<file path="src/rtl/cpu_pkg.sv">
// Shared types and constants for the multi-cycle CPU sequencer.
package cpu_pkg;

  typedef enum logic [2:0] {
    StIdle,
    StFetch,
    StDecode,
    StExec,
    StMem,
    StWb,
    StHalt
  } state_e;

  localparam logic [3:0] OP_LDR  = 4'b1010;
  localparam logic [3:0] OP_STR  = 4'b1011;
  localparam logic [3:0] OP_HALT = 4'b1111;

  localparam logic [3:0] COND_EQ = 4'h0;
  localparam logic [3:0] COND_NE = 4'h1;
  localparam logic [3:0] COND_CS = 4'h2;
  localparam logic [3:0] COND_CC = 4'h3;
  localparam logic [3:0] COND_MI = 4'h4;
  localparam logic [3:0] COND_PL = 4'h5;
  localparam logic [3:0] COND_VS = 4'h6;
  localparam logic [3:0] COND_VC = 4'h7;
  localparam logic [3:0] COND_HI = 4'h8;
  localparam logic [3:0] COND_LS = 4'h9;
  localparam logic [3:0] COND_GE = 4'hA;
  localparam logic [3:0] COND_LT = 4'hB;
  localparam logic [3:0] COND_GT = 4'hC;
  localparam logic [3:0] COND_LE = 4'hD;
  localparam logic [3:0] COND_AL = 4'hE;
  localparam logic [3:0] COND_NV = 4'hF;

endpackage

</file>
<file path="src/rtl/cond_eval.sv">
// ARM-style condition-code evaluator; flags are ordered {N,Z,C,V}.
module cond_eval
  import cpu_pkg::*;
(
  input  logic [3:0] cond,
  input  logic [3:0] flags,
  output logic       pass
);

  logic n, z, c, v;
  assign {n, z, c, v} = flags;

  always_comb begin
    pass = 1'b0;
    case (cond)
      COND_EQ: pass = z;
      COND_NE: pass = ~z;
      COND_CS: pass = c;
      COND_CC: pass = ~c;
      COND_MI: pass = n;
      COND_PL: pass = ~n;
      COND_VS: pass = v;
      COND_VC: pass = ~v;
      COND_HI: pass = c & ~z;
      COND_LS: pass = ~c | z;
      COND_GE: pass = (n == v);
      COND_LT: pass = (n != v);
      COND_GT: pass = ~z & (n == v);
      COND_LE: pass = z | (n != v);
      COND_AL: pass = 1'b1;
      default: pass = 1'b0;
    endcase
  end

endmodule

</file>
<file path="src/rtl/cpu_sequencer.sv">
// Multi-cycle fetch/decode/execute/memory/writeback sequencer driving external
// instruction memory, data memory, register bank and ALU.
module cpu_sequencer
  import cpu_pkg::*;
#(
  parameter int unsigned DATA_W   = 32,
  parameter int unsigned IADDR_W  = 8,
  parameter int unsigned DADDR_W  = 16,
  parameter int unsigned MEM_LAT  = 1,
  parameter int unsigned PROG_LEN = 2 ** IADDR_W
) (
  input  logic               clk,
  input  logic               rst_n,
  input  logic               start,
  output logic               imem_en,
  output logic [IADDR_W-1:0] imem_addr,
  input  logic [DATA_W-1:0]  imem_rdata,
  output logic               dmem_en,
  output logic               dmem_rw,
  output logic [DADDR_W-1:0] dmem_addr,
  output logic [DATA_W-1:0]  dmem_wdata,
  input  logic [DATA_W-1:0]  dmem_rdata,
  output logic [3:0]         rf_dest,
  output logic [3:0]         rf_src1,
  output logic [3:0]         rf_src2,
  input  logic [DATA_W-1:0]  rf_rdata1,
  input  logic [DATA_W-1:0]  rf_rdata2,
  output logic               rf_we,
  output logic [DATA_W-1:0]  rf_wdata,
  output logic [3:0]         alu_opcode,
  output logic               alu_s,
  input  logic [DATA_W-1:0]  alu_result,
  input  logic [3:0]         alu_flags,
  output logic [IADDR_W-1:0] pc,
  output logic [3:0]         flags,
  output logic [15:0]        retired,
  output logic               busy,
  output logic               halted
);

  localparam logic [3:0]         LatLast = 4'(MEM_LAT - 1);
  localparam logic [IADDR_W-1:0] PcLast  = IADDR_W'(PROG_LEN - 1);

  state_e              state_q, state_d;
  logic [IADDR_W-1:0]  pc_q, pc_d;
  logic [3:0]          flags_q, flags_d;
  logic [15:0]         retired_q, retired_d;
  logic [DATA_W-1:0]   ir_q, ir_d;
  logic [DATA_W-1:0]   res_q, res_d;
  logic [DATA_W-1:0]   ld_q, ld_d;
  logic [3:0]          cnt_q, cnt_d;

  logic [3:0] opcode;
  logic       cond_pass;
  logic       is_ldr, is_str;
  logic       pc_at_last;
  logic       lat_done;

  assign opcode     = ir_q[27:24];
  assign is_ldr     = (opcode == OP_LDR);
  assign is_str     = (opcode == OP_STR);
  assign pc_at_last = (pc_q == PcLast);
  assign lat_done   = (cnt_q == LatLast);

  cond_eval u_cond_eval (
    .cond  (ir_q[31:28]),
    .flags (flags_q),
    .pass  (cond_pass)
  );

  // Unused inputs/bits kept visible to lint as deliberately dropped.
  logic unused_bits;
  assign unused_bits = ^{rf_rdata1, ir_q[10:0]};

  assign rf_dest    = ir_q[22:19];
  assign rf_src2    = ir_q[18:15];
  assign rf_src1    = ir_q[14:11];
  assign alu_opcode = ir_q[27:24];
  assign alu_s      = ir_q[23];
  assign pc         = pc_q;
  assign flags      = flags_q;
  assign retired    = retired_q;
  assign busy       = (state_q != StIdle) && (state_q != StHalt);
  assign halted     = (state_q == StHalt);

  always_comb begin
    state_d    = state_q;
    pc_d       = pc_q;
    flags_d    = flags_q;
    retired_d  = retired_q;
    ir_d       = ir_q;
    res_d      = res_q;
    ld_d       = ld_q;
    cnt_d      = cnt_q;
    imem_en    = 1'b0;
    imem_addr  = '0;
    dmem_en    = 1'b0;
    dmem_rw    = 1'b0;
    dmem_addr  = '0;
    dmem_wdata = '0;
    rf_we      = 1'b0;
    rf_wdata   = '0;

    case (state_q)
      StIdle, StHalt: begin
        if (start) begin
          state_d   = StFetch;
          pc_d      = '0;
          flags_d   = '0;
          retired_d = '0;
          cnt_d     = '0;
        end
      end
      StFetch: begin
        imem_en   = 1'b1;
        imem_addr = pc_q;
        if (lat_done) begin
          ir_d    = imem_rdata;
          cnt_d   = '0;
          state_d = StDecode;
        end else begin
          cnt_d = cnt_q + 4'd1;
        end
      end
      StDecode: begin
        if (!cond_pass) begin
          if (pc_at_last) begin
            state_d = StHalt;
          end else begin
            pc_d    = pc_q + 1'b1;
            state_d = StFetch;
          end
        end else if (opcode == OP_HALT) begin
          state_d = StHalt;
        end else begin
          state_d = StExec;
        end
      end
      StExec: begin
        res_d = alu_result;
        if (ir_q[23]) begin
          flags_d = alu_flags;
        end
        state_d = (is_ldr || is_str) ? StMem : StWb;
      end
      StMem: begin
        dmem_en   = 1'b1;
        dmem_rw   = is_ldr;
        dmem_addr = res_q[DADDR_W-1:0];
        if (is_str) begin
          dmem_wdata = rf_rdata2;
        end
        if (lat_done) begin
          if (is_ldr) begin
            ld_d = dmem_rdata;
          end
          cnt_d   = '0;
          state_d = StWb;
        end else begin
          cnt_d = cnt_q + 4'd1;
        end
      end
      StWb: begin
        rf_we    = !is_str;
        rf_wdata = is_ldr ? ld_q : res_q;
        if (retired_q != 16'hFFFF) begin
          retired_d = retired_q + 16'd1;
        end
        if (pc_at_last) begin
          state_d = StHalt;
        end else begin
          pc_d    = pc_q + 1'b1;
          state_d = StFetch;
        end
      end
      default: state_d = StIdle;
    endcase
  end

  always_ff @(posedge clk or negedge rst_n) begin
    if (!rst_n) begin
      state_q   <= StIdle;
      pc_q      <= '0;
      flags_q   <= '0;
      retired_q <= '0;
      ir_q      <= '0;
      res_q     <= '0;
      ld_q      <= '0;
      cnt_q     <= '0;
    end else begin
      state_q   <= state_d;
      pc_q      <= pc_d;
      flags_q   <= flags_d;
      retired_q <= retired_d;
      ir_q      <= ir_d;
      res_q     <= res_d;
      ld_q      <= ld_d;
      cnt_q     <= cnt_d;
    end
  end

endmodule

</file>
<file path="config.mk">
export PLATFORM = sky130hd
export DESIGN_NAME = cpu_sequencer
export DESIGN_NICKNAME = d
export VERILOG_FILES = /design/src/rtl/cpu_pkg.sv /design/src/rtl/cond_eval.sv /design/src/rtl/cpu_sequencer.sv
export SDC_FILE = /design/constraint.sdc
export NUM_CORES = 1
export LEC_CHECK = 0
export CORE_MARGIN = 2
export CORE_UTILIZATION = 45
export DETAILED_ROUTE_END_ITERATION = 6
export GPL_ROUTABILITY_DRIVEN = 0
export HOLD_SLACK_MARGIN = 0.12
export PLACE_DENSITY = 0.86
export SYNTH_ARGS = -nofsm -noshare
export SYNTH_HDL_FRONTEND = slang
export SYNTH_HIERARCHICAL = 1
export SYNTH_SLANG_ARGS = --single-unit
</file>
<file path="constraint.sdc">
create_clock -name clk -period 5.3 [get_ports clk]
set_input_delay 1.59 -clock clk [delete_from_list [all_inputs] [get_ports clk]]
set_output_delay 1.59 -clock clk [all_outputs]
set_load 0.02 [all_outputs]
</file>
; ---- Word level (Yosys, flattened, before mapping)
; Index checks and enable logic that the tools add are counted.
[word_totals]
regBits = 131
in_bits = 167
out_inout_bits = 139
[classes]
add_sub_neg = 3
eq_ne = 34
mux = 31
bitwise_logic = 8
n_reduce_logical = 20
[ops]
columns = cell, n
row1 = $mux W32, 4
row2 = $mux W16, 3
row3 = $eq A4 B4 Y1 const B, 10
row4 = $mux W8, 4
row5 = $pmux W16 S2, 1
row6 = $pmux W8 S3, 1
row7 = $mux W3, 6
row8 = $pmux W3 S6, 1
row9 = $add A16 B1 Y16 const B, 1
row10 = $eq A4 B3 Y1 const B, 4
row11 = $ne A16 B16 Y1 const B, 1
row12 = $pmux W4 S2, 2
row13 = $pmux W1 S15, 1
row14 = $reduce_and A3 Y1, 5
row15 = $mux W4, 3
row16 = $ne A2 B2 Y1 const B, 6
row17 = $eq A3 B3 Y1 const B, 3
row18 = $add A8 B1 Y8 const B, 1
row19 = $eq A4 B2 Y1 const B, 2
row20 = $eq A8 B8 Y1 const B, 1
row21 = $logic_not A4 Y1, 2
row22 = $eq A3 B2 Y1 const B, 2
row23 = $reduce_bool A2 Y1, 3
row24 = $reduce_bool A3 Y1, 2
row25 = 16 further kinds, 27

; ---- Longest topological paths before layout
; Gate-level depths: netlist (run 1).
[depth]
word_depth = 5
ltp_mapped = 11

; ---- Cells and area by module
; The synthesis (run 1) kept the hierarchy.
[by_module_without_submodules]
columns = module, instances, cells_each, area_each_um2, seq_area_each_um2
row1 = cpu_sequencer, 1, 621, 6299.8, 3002.9
row2 = cond_eval, 1, 28, 193.9, 0.0

; ---- Least setup slack after synthesis (run 1)
; Ideal clock, no wire load.
[synth_path]
path_kind = in2out
from = in rf_rdata2[0]
to = out dmem_wdata[0]
arrival_time_ns = 1.800
setup_slack_ns = 1.910
cell_stages = 1
n_path_buf = 0
path_cell_list = and2_1
[synth_between]
elab_chain_cells = 2
[synth_lines]
columns = item, line_no
row1 = "start, declared", cpu_sequencer.sv:27  ; input logic [DATA_W-1:0] rf_rdata2,
row2 = $mux W32, cpu_sequencer.sv:150  ; if (is_str) begin
row3 = $mux W32, cpu_sequencer.sv:104  ; case (state_q)
row4 = "end, declared", cpu_sequencer.sv:21  ; output logic [DATA_W-1:0] dmem_wdata,
; Every way passes these cells.

; ---- Final worst setup path (run 1)
[layout_path]
from = reg state_q[0]
to = out dmem_wdata[28]
[layout_between]
elab_chain_cells = 2
[layout_lines]
columns = item, line_no
row1 = "start, declared", cpu_sequencer.sv:44  ; state_e state_q, state_d;
row2 = "start signal, assigned", cpu_sequencer.sv:182  ; state_q <= StIdle;
row3 = "start signal, assigned", cpu_sequencer.sv:191  ; state_q <= state_d;
row4 = $eq A3 B3 Y1, cpu_sequencer.sv:104
row5 = $mux W32, cpu_sequencer.sv:104
; Every way passes these cells.

==> run summary, run 1 <==
TritonRoute pass-1 iters - 5
Critical Path Start Type - flip-flop
Routed Antenna Nets - 0
Synth warn - 6
Clk Latency, worst-skew pair - 420 ps
Met2 WL - 9.50 mm
Synth area leaders - dfrtp_1, mux2_2, nand2_1
H-tree levels - 4
FILL cells - 1033
Hold path start - ld_q[23]$_DFFE_PN0P_
Clock Pin Slew Worst Setup and Hold Paths - 60 ps
Setup CP Type - flip-flop to output port
Setup crit end kind - output port
Top sig layer - met4
HP Class - flip-flop to flip-flop
Via count of the routed design - 5801
Avg Cell Area, Syn - 10.0 um2
Reg-to-Reg Start - flags[3]$_DFFE_PN0P_
Longest Clk Path Bufs - 2
Final min period - 4710 ps
Postcts setup bufs - 0
Clk root buf - clkbuf_16
Antenna violations before repair - 0
Max frequency - 212 MHz
Post-synth ARST share - 100%
Cts bufs inserted - 17
Hold Buf Count CTS - 0
All-Layer GR Usage - 24.4%
Largest net degree at the start of global routing - 70
Area of the multi-input gates - 3180 um2
Final Hold Fails - 0
Commonest cells after routing, fill and taps aside - clkdlybuf4s50_1, dfrtp_1, nand2_1
Metal3 WL - 1.85 mm
Outcome - completed
CTS tree - done
Die footprint - 15400 um2
Row Count - 43
Routed len/inst - 17.4 um
Setup Viol. Count Final - 0
Number of global-route vias before repair - 5742
Non-Filler Instances - 1081
Syn Nets - 820
Ant diodes - 0
WHS Endpoint - ld_q[23]$_DFFE_PN0P_
Share of layout cells above drive strength 1 - 16.9%
Commonest non-fill, non-tap cell in the layout - clkdlybuf4s50_1
Post-DR vias/cell - 5.37
FF-to-FF setup slack - 2230 ps
Clock Skews - 7.15 ps
IO buf count - 262
WP data required - 3710 ps
WHS Path Cells - 1
Yosys cell types - 57
Reg area - 3000 um2
Ys flop type - dfrtp_1
Slew margin rel. - 35.4%
Reg2reg end - pc[5]$_DFFE_PN0P_
Area Growth Syn to Fin - 51.4%
Max FO, Critical Path - 32
Number of gates resized after CTS - 0
Core footprint - 14000 um2
R2R depth - 9
Worst slew pin tran - 966 ps
First-pass GRT wire length - 28.8 mm
Seq/Total Area, Yosys - 46.2%
Post-Syn Area - 6490 um2
Hpwl dp - 13.1 mm
Worst VDD drop - 0.000287 V
Post-route DRC - 0
Post-synth EDFFs - 0
GRT Residual Overflow - 0
Max Transition Viols Final - 0
Iteration-0 DRC Markers - 335
Seq cells post-synth - 120
Final wirelength - 18.8 mm
Crit path DAT - 3120 ps
Cell Pwr Density - 497 nW/um2
Post-Place Cells - 1049
Die X - 124 um
WL met1 - 7.01 mm
Initial Util - 46.4%
Layout Nets - 1059
Clock Sink Count - 120
Boundary Pins - 306
Leakage power - 4.13 nW
Post-Synthesis Cells - 649
Sum Neg Setup Slack - 0 ps
Tcrit/Tclk final - 88.9%
RSZ-0062 raised after global routing - false
Synth top area share - 46.2%
Die height - 124 um
Largest area contributor in the netlist - dfrtp_1
Max_cap viols - 0
==> worst max-delay path, cell delays in order (launching register included) <==
cell and delay, ps:
dfrtp_1 580, nor3b_2 230, buf_4 270, and3_1 720, and2_1 280, clkdlybuf4s50_1 620
==> worst max-delay path by stage <==
stage | start | end | cells past startpoint
6_report | state_q[0]$_DFFE_PN0P_ | dmem_wdata[28] | 5
5_1_grt | state_q[0]$_DFFE_PN0P_ | dmem_wdata[28] | 5
4_1_cts | state_q[0]$_DFFE_PN0P_ | dmem_wdata[28] | 5
3_5_place_dp | rf_rdata2[28] | dmem_wdata[28] | 3
3_3_place_gp | rf_rdata2[28] | dmem_wdata[28] | 3
2_1_floorplan | rf_rdata2[0] | dmem_wdata[0] | 1
==> cells by family after synthesis <==
| family | Yosys count | synth area share, % |
|---|---|---|
| compound gates | 99 | 9.36 |
| xor+xnor | 5 | 0.790 |
| fa+ha+maj | 4 | 0.771 |
| buf+inv | 61 | 4.91 |
| flops | 120 | 46.2 |
| mux | 95 | 16.4 |
| simple gates | 265 | 21.5 |
==> sequential cells by signal (all words and copies together) (netlist names) <==
register  flops
flags         4
ld_q         32
retired      16
ir_q         21
res_q        32
cnt_q         4
pc            8
state_q       3
==> power by group <==
part           internal [W]  switching (W)
logic              0.000986       0.000962
registers           0.00129       0.000305
clock network      0.000898       0.000440
==> metrics by stage <==
step | power [W] | utilization (%) | setup slack, ps | hold WS [ps] | cell area [um2]
after floorplan | 0.00289 | - | 1910 | 474 | 6490
after global placement | 0.00347 | 65.4 | 865 | 487 | 9150
after detailed placement | 0.00354 | 65.4 | 872 | 493 | 9150
after CTS | 0.00491 | 70.3 | 538 | 506 | 9830
after global routing | 0.00516 | 70.3 | 345 | 519 | 9830
final | 0.00489 | 70.3 | 591 | 504 | 9830
==> cell type report <==
class	instances	share of cell area, %
well taps	180	2.29
multi-input cells	468	32.4
repair buffers	275	27.6
flip-flops and latches	120	30.5
clock inverters	14	2.47
clock buffers	18	4.47
inverters	6	0.229
==> layer usage <==
metal	vias up	track usage, %
li1	2726	-
met1	2790	27.5
met2	253	41.7
met3	32	8.79
met4	0	10.4
met5	-	0
==> cell usage after synthesis (all sizes together) (5+ instances only) <==
master	number
o21ai	20
or2	5
mux2i	5
nand2	104
inv	6
mux2	90
nand3	16
o211ai	7
clkbuf	24
or3	5
nand2b	5
nand4	6
and3	11
dfrtp	120
a21oi	48
and2	62
nor3	9
nor2	16
buf	31
Power figures use the tool's default switching activity.
==> run 2: changes to the inputs <==
- CTS_CLUSTER_DIAMETER: default -> 60
- RECOVER_POWER: default -> 100
- TNS_END_PERCENT: default -> 30
==> run 2 against run 1 <==
Against the previous run: the run now ends with max-capacitance violations, max-slew violations left; setup slack got worse by 64 ps; critical path depth unchanged; clock skew about the same; utilization decreased by 0.47 points; maximum frequency decreased by 1.3%; hold slack got worse by 4.2 ps; design area decreased by 0.66%; clock-buffer cell count unchanged; critical path type unchanged; largest cell class unchanged.
==> run summary, run 2 (same netlist as run 1, synthesis figures left out) <==
Antenna violations before repair - 0
IO buf count - 262
Share of layout cells above drive strength 1 - 15.3%
Outcome - finished with violations
Reg2reg end - pc[5]$_DFFE_PN0P_
Area Growth Syn to Fin - 50.4%
FILL cells - 1049
Die X - 124 um
GRT Residual Overflow - 0
CP endpoint - dmem_wdata[17]
Setup Viol. Count Final - 0
Core footprint - 14000 um2
Max FO, Critical Path - 32
Cts bufs inserted - 17
Clock Pin Slew Worst Setup and Hold Paths - 60 ps
CTS tree - done
Clock Sink Count - 120
Post-DR vias/cell - 5.36
Routed len/inst - 17.3 um
Worst VDD drop - 0.000282 V
Hpwl dp - 13.1 mm
Layout Nets - 1059
Top flop regs - ld_q (32), res_q (32), ir_q (21)
Critical Path Start Type - flip-flop
Row Count - 43
Final wirelength - 18.8 mm
Slew margin rel. - -28.9%
RSZ-0062 raised after global routing - false
Leakage power - 4.49 nW
Commonest cells after routing, fill and taps aside - dlygate4sd3_1, clkdlybuf4s50_1, dfrtp_1
Sum Neg Setup Slack - 0 ps
Final Hold Fails - 0
Max Transition Viols Final - 183
Reg-to-Reg Start - flags[3]$_DFFE_PN0P_
WP data required - 3710 ps
Cell Pwr Density - 489 nW/um2
Clk Latency, worst-skew pair - 420 ps
Clock Skews - 7.19 ps
Hold Slack - 500 ps
Crit path DAT - 3180 ps
Ant diodes - 0
Routed Antenna Nets - 0
Violated checks - max-capacitance violations, max-slew violations
TritonRoute pass-1 iters - 5
CP Launch Point - state_q[0]$_DFFE_PN0P_
Final min period - 4770 ps
Clk root buf - clkbuf_16
First-pass GRT wire length - 28.8 mm
Commonest non-fill, non-tap cell in the layout - dlygate4sd3_1
Tcrit/Tclk final - 90.1%
Initial Util - 46.4%
Worst slew pin tran - 1930 ps
Longest Clk Path Bufs - 2
Setup CP Type - flip-flop to output port
R2R depth - 9
H-tree levels - 4
Post-route DRC - 0
Die footprint - 15400 um2
Max_cap viols - 5
Setup crit end kind - output port
Max frequency - 210 MHz
Largest net degree at the start of global routing - 70
Hold Buf Count CTS - 0
Number of global-route vias before repair - 5742
Via count of the routed design - 5799
Iteration-0 DRC Markers - 353
Postcts setup bufs - 0
Setup ws final - 527 ps
Boundary Pins - 306
HP Class - flip-flop to flip-flop
Die height - 124 um
Setup WS pre-CTS - 872 ps
FF-to-FF setup slack - 1500 ps
Number of gates resized after CTS - 0
All-Layer GR Usage - 24.4%
==> run 2: cell type report <==
cell class / count / area, um2 / share of cell area [%]
flip-flops and latches: 120 / 3000 / 30.7
multi-input cells: 468 / 3150 / 32.2
clock inverters: 14 / 243 / 2.49
inverters: 6 / 22.5 / 0.231
repair buffers: 275 / 2690 / 27.5
clock buffers: 18 / 439 / 4.50
well taps: 180 / 225 / 2.31
==> run 2: how the worst min path moves through the flow <==
stage | from | endpoint | slack [ps] | cells after the start
final | ir_q[14]$_DFFE_PN0P_ | ir_q[14]$_DFFE_PN0P_ | 500 | 1
after detailed placement | ld_q[28]$_DFFE_PN0P_ | ld_q[28]$_DFFE_PN0P_ | 490 | 1
after floorplan | ir_q[31]$_DFFE_PN0P_ | ir_q[31]$_DFFE_PN0P_ | 470 | 1
after global placement | ld_q[23]$_DFFE_PN0P_ | ld_q[23]$_DFFE_PN0P_ | 490 | 1
after global routing | res_q[16]$_DFFE_PN0P_ | res_q[16]$_DFFE_PN0P_ | 520 | 1
after CTS | ir_q[14]$_DFFE_PN0P_ | ir_q[14]$_DFFE_PN0P_ | 510 | 1
==> run 2: per-layer routing <==
layer	track usage, %	part of all wire, %	up-vias
met1	27.5	37	2784
li1	-	-	2721
met2	41.7	50	259
met5	0	0	-
met3	8.79	10	35
met4	10.4	2.8	0
==> run 2: worst max-delay path, stage by stage (launching register included) <==
cell	delay [ps]
dfrtp_1	570
nor3b_1	260
buf_4	280
and3_1	720
and2_1	250
dlygate4sd3_1	680
==> run 2: stage by stage <==
step                std cells  instance area [um2]  util (%)  total power [W]
finish                   1081                 9770      69.8          0.00478
global route             1081                 9770      69.8          0.00505
CTS                      1081                 9830      70.3          0.00491
detailed placement       1049                 9150      65.4          0.00354
global placement         1049                 9150      65.4          0.00347
floorplan                 649                 6490         -          0.00289
==> run 2: where the power goes <==
group	switching (W)	internal (W)	leakage [nW]
Combinational	0.000945	0.000903	2.70
Clock	0.000439	0.000898	0.324
Sequential	0.000299	0.00129	1.47
==> run 3: changes to the inputs <==
- PLACE_DENSITY: 0.86 -> 0.9
==> run 3 against run 2 <==
Against the previous run: the run still ends with max-capacitance violations, max-slew violations left; via count is 0.66% lower; largest cell class unchanged; cell count hardly changed; clock-buffer cell count is 1 higher; flip-flop and latch count stayed put; critical path depth is 1 higher; maximum frequency is 0.40% higher; setup slack better by 19 ps; highest routed layer unchanged; clock skew is 0.73 ps higher; critical endpoint is now rf_wdata[6]; combinational power hardly changed; global-route usage is 0.76 points higher; critical path type unchanged; sequential power hardly changed; total power is 4.7% lower.
==> run summary, run 3 (same netlist as run 1, synthesis figures left out) <==
Outcome - finished with violations
Violated checks - max-capacitance violations, max-slew violations
H-tree levels - 4
Setup crit end kind - output port
Post-route DRC - 0
Core footprint - 14000 um2
Sum Neg Setup Slack - 0 ps
Commonest non-fill, non-tap cell in the layout - dlygate4sd3_1
Number of global-route vias before repair - 5741
Worst path slowest cell - or3_1
Setup Viol. Count Final - 0
CP Launch Point - ir_q[27]$_DFFE_PN0P_
Hpwl dp - 13.4 mm
Most numerous cell on the critical path - nand2_1
HP Class - flip-flop to flip-flop
Layout Nets - 1058
Share of layout cells above drive strength 1 - 15.3%
Post-DR vias/cell - 5.32
Final Hold Fails - 0
Setup CP Type - flip-flop to output port
CP top delay family - buffers and inverters
Max Transition Viols Final - 153
Clock Sink Count - 120
Max incr delay on CP - 750 ps
Final wirelength - 19.0 mm
Worst VDD drop - 0.000403 V
Global route hottest layer - met2
Cts bufs inserted - 17
Initial Util - 46.4%
Die X - 124 um
Met3 usage - 9.43%
Buf+Inv Stages, Crit Path - 2
All-Layer GR Usage - 25.2%
Total power - 0.00455 W
WP data required - 3710 ps
Cell chain of the critical path - nand2_1, or3_1, clkbuf_1, nand2_1, a21oi_1, dlygate4sd3_1
Slew margin rel. - -35.1%
Hold Buf Count CTS - 0
Max FO, Critical Path - 24
Iteration-0 DRC Markers - 405
Crit path DAT - 3160 ps
Clock Skews - 7.92 ps
Row Count - 43
Cell depth of the worst setup path - 6
GR Layer Usage met2 - 41.9%
Area Growth Syn to Fin - 48.5%
Max_cap viols - 4
Max frequency - 210 MHz
Leakage power - 4.44 nW
RSZ-0062 raised after global routing - false
CTS tree - done
TritonRoute pass-1 iters - 4
Number of gates resized after CTS - 0
R2R depth - 9
GRT Residual Overflow - 0
Reg-to-Reg Start - ir_q[30]$_DFFE_PN0P_
Die footprint - 15400 um2
Largest net degree at the start of global routing - 69
Reg2reg end - pc[5]$_DFFE_PN0P_
GR Layer Usage met1 - 28.8%
Worst slew pin tran - 2030 ps
FF-to-FF setup slack - 1500 ps
Postcts setup bufs - 0
IO buf count - 262
Routed len/inst - 17.5 um
Cell Pwr Density - 472 nW/um2
Longest Clk Path Bufs - 2
Hold Slack - 502 ps
CP endpoint - rf_wdata[6]
Clock Pin Slew Worst Setup and Hold Paths - 50 ps
Commonest cells after routing, fill and taps aside - dlygate4sd3_1, clkdlybuf4s50_1, dfrtp_1
Tcrit/Tclk final - 89.7%
Die height - 124 um
Final min period - 4750 ps
Routed Antenna Nets - 0
Antenna violations before repair - 2
Clk root buf - clkbuf_16
Top flop regs - ld_q (32), res_q (32), ir_q (21)
First-pass GRT wire length - 29.4 mm
Boundary Pins - 306
Critical Path Start Type - flip-flop
Via count of the routed design - 5761
Clk Latency, worst-skew pair - 420 ps
==> run 3: per-layer routing <==
layer	share of wire (%)	vias up	wire (um)
met4	2.5	0	473
li1	-	2728	-
met1	38	2760	7170
met2	50	238	9520
met5	0	-	0
met3	9.5	35	1810
==> run 3: where the power goes <==
group | internal (W) | leakage [nW] | total (W) | switching (W)
clock | 0.000672 | 0.276 | 0.00111 | 0.000439
combinational | 0.000904 | 2.69 | 0.00186 | 0.000951
sequential | 0.00129 | 1.47 | 0.00158 | 0.000291
total | 0.00287 | 4.44 | 0.00455 | 0.00168
==> run 3: worst min path at each step <==
| stage | start | to | slack (ps) | depth (start not counted) |
|---|---|---|---|---|
| floorplan | ir_q[31]$_DFFE_PN0P_ | ir_q[31]$_DFFE_PN0P_ | 470 | 1 |
| global placement | ld_q[28]$_DFFE_PN0P_ | ld_q[28]$_DFFE_PN0P_ | 490 | 1 |
| detailed placement | ld_q[27]$_DFFE_PN0P_ | ld_q[27]$_DFFE_PN0P_ | 490 | 1 |
| CTS | ld_q[27]$_DFFE_PN0P_ | ld_q[27]$_DFFE_PN0P_ | 510 | 1 |
| global route | ld_q[26]$_DFFE_PN0P_ | ld_q[26]$_DFFE_PN0P_ | 510 | 1 |
| finish | ir_q[15]$_DFFE_PN0P_ | ir_q[15]$_DFFE_PN0P_ | 500 | 1 |
==> run 3: worst reg2reg max path: cells and delay by family, from the launching register on <==
kind / cells / cell delay, ps
AND/OR/NAND/NOR: 3 / 970
multiplexers: 2 / 520
flip-flops: 1 / 510
AO/OA/AOI/OAI: 4 / 1690
==> run 3: final cells by class <==
class / instances / area (um2)
Sequential cell: 120 / 3000
Inverter: 6 / 22.5
Clock buffer: 19 / 453
Antenna cell: 2 / 5.00
Fill cell: 1084 / 4350
Tap cell: 180 / 225
Clock inverter: 13 / 120
Multi-Input combinational cell: 468 / 3130
Timing Repair Buffer: 274 / 2680
==> run 3: per-stage QoR <==
stage               worst slack, ps  util, %  instances  instance area, um2
global route                    350     68.9       1082                9640
CTS                             763     69.5       1080                9730
finish                          546     68.9       1082                9640
floorplan                      1910        -        649                6490
detailed placement              866     65.4       1048                9160
global placement                864     65.4       1048                9160
